`src/rtl/uc_multiciclo.sv`:
```
// uc_multiciclo -- multi-cycle control sequencer for the RV64I DataFlow datapath.
// Steps each instruction through FETCH -> DECODE -> EXEC -> (MEM) -> (WB) and
// drives the PC, register-file, data-memory and ULA controls.
//
// Ports:
//   clk, reset            rising-edge clock, asynchronous active-high reset
//   opcode/funct3/funct7  instruction fields from the instruction register
//   zero                  ULA result == 0 (meaningful in EXEC)
//   mem_ready             data memory finishes the current access this cycle
//   ir_load               instruction register load (last FETCH cycle)
//   atualiza_pc, pc_src   PC write enable; 0: PC+4, 1: PC+imm
//   WeR, WeDM, ReDM       register-file write, data-memory write/read requests
//   soma_ou_subtrai       ULA op (00 add, 01 sub)
//   ula_src_b             ULA B operand (0 rs2, 1 immediate)
//   wb_sel                write-back source (00 ULA, 01 doutDM, 10 PC+4)
//   estado                current state (debug)
//   illegal               sticky flag: unsupported instruction decoded
module uc_multiciclo #(
  parameter int IMEM_LAT = 1
) (
  input  logic       clk,
  input  logic       reset,
  input  logic [6:0] opcode,
  input  logic [2:0] funct3,
  input  logic [6:0] funct7,
  input  logic       zero,
  input  logic       mem_ready,
  output logic       ir_load,
  output logic       atualiza_pc,
  output logic       pc_src,
  output logic       WeR,
  output logic       WeDM,
  output logic       ReDM,
  output logic [1:0] soma_ou_subtrai,
  output logic       ula_src_b,
  output logic [1:0] wb_sel,
  output logic [2:0] estado,
  output logic       illegal
);

  localparam logic [2:0] FETCH  = 3'd0;
  localparam logic [2:0] DECODE = 3'd1;
  localparam logic [2:0] EXEC   = 3'd2;
  localparam logic [2:0] MEM    = 3'd3;
  localparam logic [2:0] WB     = 3'd4;
  localparam logic [2:0] TRAP   = 3'd5;

  localparam logic [6:0] OP_R      = 7'b0110011;
  localparam logic [6:0] OP_IALU   = 7'b0010011;
  localparam logic [6:0] OP_LOAD   = 7'b0000011;
  localparam logic [6:0] OP_STORE  = 7'b0100011;
  localparam logic [6:0] OP_BRANCH = 7'b1100011;
  localparam logic [6:0] OP_JAL    = 7'b1101111;

  localparam int              CNT_W    = (IMEM_LAT > 1) ? $clog2(IMEM_LAT) : 1;
  localparam logic [CNT_W-1:0] CNT_LAST = CNT_W'(IMEM_LAT - 1);

  logic [2:0]       state_r, state_d;
  logic [CNT_W-1:0] cnt_r;
  logic [6:0]       op_r;
  logic [2:0]       f3_r;
  logic [6:0]       f7_r;
  logic             illegal_r;

  logic fetch_last, legal, alu_sub, use_imm, taken;

  // Branches only support beq/bne; every other supported opcode accepts any funct3.
  function automatic logic op_legal(input logic [6:0] op, input logic [2:0] f3);
    case (op)
      OP_R, OP_IALU, OP_LOAD, OP_STORE, OP_JAL: op_legal = 1'b1;
      OP_BRANCH: op_legal = (f3 == 3'b000) || (f3 == 3'b001);
      default:   op_legal = 1'b0;
    endcase
  endfunction

  assign fetch_last = (cnt_r == CNT_LAST);
  assign legal      = op_legal(opcode, funct3);
  assign alu_sub    = ((op_r == OP_R) && (f3_r == 3'b000) && (f7_r == 7'b0100000))
                    || (op_r == OP_BRANCH);
  assign use_imm    = (op_r == OP_IALU) || (op_r == OP_LOAD) || (op_r == OP_STORE);
  assign taken      = ((f3_r == 3'b000) && zero) || ((f3_r == 3'b001) && !zero);

  always_ff @(posedge clk or posedge reset) begin
    if (reset) begin
      state_r   <= FETCH;
      cnt_r     <= '0;
      op_r      <= '0;
      f3_r      <= '0;
      f7_r      <= '0;
      illegal_r <= 1'b0;
    end else begin
      state_r <= state_d;
      // Counter only advances in FETCH and is re-armed for the next fetch.
      if (state_r == FETCH && !fetch_last) cnt_r <= cnt_r + CNT_W'(1);
      else                                 cnt_r <= '0;
      if (state_r == DECODE) begin
        op_r <= opcode;
        f3_r <= funct3;
        f7_r <= funct7;
        if (!legal) illegal_r <= 1'b1;
      end
    end
  end

  always_comb begin
    state_d = state_r;
    case (state_r)
      FETCH:  if (fetch_last) state_d = DECODE;
      DECODE: state_d = legal ? EXEC : TRAP;
      EXEC: begin
        case (op_r)
          OP_LOAD, OP_STORE: state_d = MEM;
          OP_BRANCH:         state_d = FETCH;
          default:           state_d = WB;
        endcase
      end
      MEM:    if (mem_ready) state_d = (op_r == OP_STORE) ? FETCH : WB;
      WB:     state_d = FETCH;
      TRAP:   state_d = TRAP;
      default: state_d = FETCH;
    endcase
  end

  // Outputs are forced low while reset is asserted, which also cuts a
  // memory request that was in flight.
  always_comb begin
    ir_load         = 1'b0;
    atualiza_pc     = 1'b0;
    pc_src          = 1'b0;
    WeR             = 1'b0;
    WeDM            = 1'b0;
    ReDM            = 1'b0;
    soma_ou_subtrai = 2'b00;
    ula_src_b       = 1'b0;
    wb_sel          = 2'b00;
    estado          = 3'd0;
    illegal         = 1'b0;
    if (!reset) begin
      estado  = state_r;
      illegal = illegal_r;
      if (state_r == EXEC || state_r == MEM || state_r == WB) begin
        soma_ou_subtrai = {1'b0, alu_sub};
        ula_src_b       = use_imm;
      end
      case (state_r)
        FETCH: ir_load = fetch_last;
        EXEC: begin
          if (op_r == OP_BRANCH) begin
            atualiza_pc = 1'b1;
            pc_src      = taken;
          end
        end
        MEM: begin
          if (op_r == OP_STORE) begin
            WeDM        = 1'b1;
            atualiza_pc = mem_ready;
          end else begin
            ReDM = 1'b1;
          end
        end
        WB: begin
          WeR         = 1'b1;
          atualiza_pc = 1'b1;
          pc_src      = (op_r == OP_JAL);
          if (op_r == OP_LOAD)     wb_sel = 2'b01;
          else if (op_r == OP_JAL) wb_sel = 2'b10;
        end
        default: ;
      endcase
    end
  end

endmodule

```
`config.mk`:
```
export PLATFORM = sky130hd
export DESIGN_NAME = uc_multiciclo
export DESIGN_NICKNAME = d
export VERILOG_FILES = /design/src/rtl/uc_multiciclo.sv
export SDC_FILE = /design/constraint.sdc
export NUM_CORES = 1
export LEC_CHECK = 0
export ABC_AREA = 1
export BUFFER_PORTS_ARGS = -buffer_cell sky130_fd_sc_hd__buf_2
export CAP_MARGIN = 20
export CORE_MARGIN = 3
export CORE_UTILIZATION = 46
export DETAILED_ROUTE_END_ITERATION = 12
export PLACE_DENSITY = 0.8
export SETUP_SLACK_MARGIN = 0.4
export SYNTH_ARGS = -nofsm -noshare
export SYNTH_HDL_FRONTEND = slang
export SYNTH_SLANG_ARGS = --single-unit
```
`constraint.sdc`:
```
create_clock -name clk -period 1.14 [get_ports clk]
set_input_delay 0.171 -clock clk [delete_from_list [all_inputs] [get_ports clk]]
set_output_delay 0.171 -clock clk [all_outputs]
set_load 0.005 [all_outputs]
```
==> metrics.md <==
| Metric | Value |
|---|---|
| Nets | `292` |
| Count leader, synth | `nand2_1` |
| Post-synthesis sequential area ratio | `44.2%` |
| PnR worst setup slack | `-790 ps` |
| Routed Antenna Nets | `0` |
| Post-place setup slack | `-259 ps` |
| Mapped Cells | `about 190` |
| GR Util met2 | `47.3%` |
| Max Freq | `0.518 GHz` |
| Avg Cell Area, Syn | `approximately 6.7 µm²` |
| Die Ht | `about 58 µm` |
| PwrDens | `roughly 2500 mW/mm²` |
| Final Max Slew Viols | `0` |
| Clk_lat worst skew | `approximately 330 ps` |
| Iter 0 DRT Violations | `between 150 and 200` |
| RSZ-0062 raised after global routing | `yes` |
| Min-Delay Path Class | `in -> reg` |
| Met1 usage | `34.7%` |
| Syn Std Cell Area | `around 0.0012 mm²` |
| FILL cells | `130` |
| Peak supply drop | `approximately 2.3 mV` |
| Yosys reg bits | `22` |
| Rows | `18` |
| Die ar. | `roughly 0.0034 mm²` |
| Remaining Overflow, GRT | `0` |
| Largest net degree at the start of global routing | `19` |
| FF+latch area | `552 µm²` |
| Endpoints failing hold | `0` |
| Fin area | `approximately 0.0022 mm²` |
| Net Switching | `approximately 2.4 mW` |
| Total clock sinks | `22` |
| CP Data Required Time | `970 ps` |
| Initial antenna violation count | `0` |
| Drt total wl | `5200 µm` |
| Top Usage Layer GRT | `met2` |
| Final setup vio count | `34` |
| YS warnings | `0` |
| Vias in the first global route | `between 1,500 and 2,000` |
| RD Place Congestion | `0.852` |
| P_int | `roughly 3.0 mW` |
| Clock Pin Slew Worst Setup and Hold Paths | `130 ps` |
| Top cells by count, synth | `nand2_1, inv_1, nor2_1, dfrtp_1, nand3_1` |
| Pleak | `1.19 nW` |
| Placed cell area | `0.00165 mm²` |
| Vias per std cell | `5.52` |
| Clock period minus worst slack | `1930 ps` |
| Leading area contributor after synthesis | `dfrtp_1` |
| CTS tree | `done` |
| Top-area cell type share of the netlist area | `between 40% and 50%` |
| Clk buf depth | `2` |
| Boundary Pins | `36` |
| Post-synth EDFFs | `0` |
| Via count | `1,656` |
| DP Wirelength | `approximately 2400 µm` |
| Clock group share of total power | `11.6%` |
| First-pass GRT wire length | `7090 µm` |
| Worst Setup End Kind | `output pin` |
| Switching share of power | `44.4%` |
| TritonCTS buffer count | `3` |
| Starting Density | `between 40% and 50%` |
| Tcrit/Tclk final | `169%` |
| Layout cell share with drive strength beyond 1 | `55.9%` |
| IO Port Bufs | `34` |
| Post-layout util | `86.9%` |
| Critical path launch point type | `flip-flop` |
| Die W | `58.1 µm` |
| Max-cap check violation count | `0` |
| Synth unique cells | `21` |
| CTS root buf | `clkbuf_4` |
| WL/cell | `17.3 µm` |
| Residual DRC | `0` |
| Synth area leaders | `dfrtp_1, nand2_1, inv_1` |
| Main synth FF type | `dfrtp_1` |
| CP max FO | `3` |
| Outcome | `finished with violations` |
| CORE AREA | `0.00252 mm²` |
| Area of the multi-input gates | `813 µm²` |
| Layout Skew | `2.84 ps` |
| M3 GR Usage | `3.79%` |
| Total Routing Usage GR | `27.6%` |
| Critical path arrival | `1760 ps` |
| Area Growth Syn to Fin | `75.8%` |
| Power share of the combinational group | `61.3%` |
| Reg power frac | `27.1%` |
| Crit Path Category | `reg -> out` |
| Failing checks | `negative setup slack` |
| Async SR Flop Fraction | `between 90% and 100%` |
| H-tree levels | `1` |
| # diodes | `0` |
| First drt pass iteration count | `4` |
-- final timing paths --
check / to / depth (start not counted) / slack (ps) / start
worst max-delay path: atualiza_pc / 7 / -790 / state_r[0]
worst min-delay path: f3_r[0] / 3 / 30 / funct3[0]
worst max register to register: state_r[2] / 13 / -630 / state_r[0]
worst min register to register: f7_r[4] / 2 / 500 / f7_r[4]
max in group asynchronous: f7_r[4] / 4 / 490 / reset
min in group asynchronous: state_r[1] / 3 / 50 / reset
-- power by group through the flow --
stage	Combinational [mW]	Sequential [mW]	Clock, mW
4_1_cts	2.77	1.38	0.603
3_3_place_gp	1.77	1.35	0
5_1_grt	3.56	1.50	0.662
3_5_place_dp	1.81	1.36	0
2_1_floorplan	1.15	1.35	0
6_report	3.34	1.48	0.629
-- cell type report --
cell class	count	area share, %
Sequential cell	22	25.2
Tap cell	30	1.71
Clock inverter	1	1.37
Multi-Input combinational cell	136	37.1
Clock buffer	3	1.03
Timing Repair Buffer	83	28.7
Inverter	24	4.57
Timing Repair inverter	1	0.343
-- flip-flops by register name (all words and copies together), names as in the netlist --
signal	flops
op_r	7
state_r	3
illegal_r	1
cnt_r	1
f7_r	7
f3_r	3
-- repair_timing --
| action | CTS | global route |
|---|---|---|
| setup endpoints to repair | 35 | 35 |
| pin swaps | 16 | 14 |
| cloned | 2 | 0 |
| hold endpoints to repair | 4 | 0 |
| gates resized for setup | 57 | 26 |
| buffers inserted | 16 | 5 |
| hold buffers | 1 | 0 |
-- per-stage QoR --
stage               TNS (ps)  hold slack (ps)  total power [mW]  instances
floorplan               -153             46.4              2.50        187
global placement       -2560              296              3.12        272
detailed placement     -3120              293              3.18        272
CTS                   -12170             29.3              4.75        295
global route          -18670             33.5              5.72        300
finish                -17500             31.0              5.44        300
-- kinds of logic (layout without fill, tap and decap cells) --
kind of cell | after synthesis | in the layout | share of synthesized area (%)
AO/OA/AOI/OAI | 13 | 13 | 5.22
buffers and inverters | 29 | 112 | 9.34
flip-flops | 22 | 22 | 44.2
other | 1 | 2 | 0.301
AND/OR/NAND/NOR | 121 | 121 | 41.0
-- layout by cell type (no fill, tap or decap), drive strengths merged --
master	instances
buf	82
a21oi	3
clkinvlp	3
dfrtp	22
clkbuf	3
inv	22
conb	2
nor4	2
nand4	1
o21ai	10
nor3	5
nand2	74
bufinv	1
nor2	26
dlygate4sd3	1
nand3b	1
nand3	12
-- critical path, stage by stage (launching register included) --
cell     delay (ps)
dfrtp_1         480
inv_2           100
nor3_4          230
nand3_2         130
o21ai_1         160
nor2_1           70
nor2_1          120
buf_2           130
-- metal layers --
metal	up-vias	routed length [µm]
li1	739	-
met1	790	1900
met2	102	2680
met3	25	418
met4	0	207
met5	-	0
Note: power is estimated with default switching activity, not from simulation.
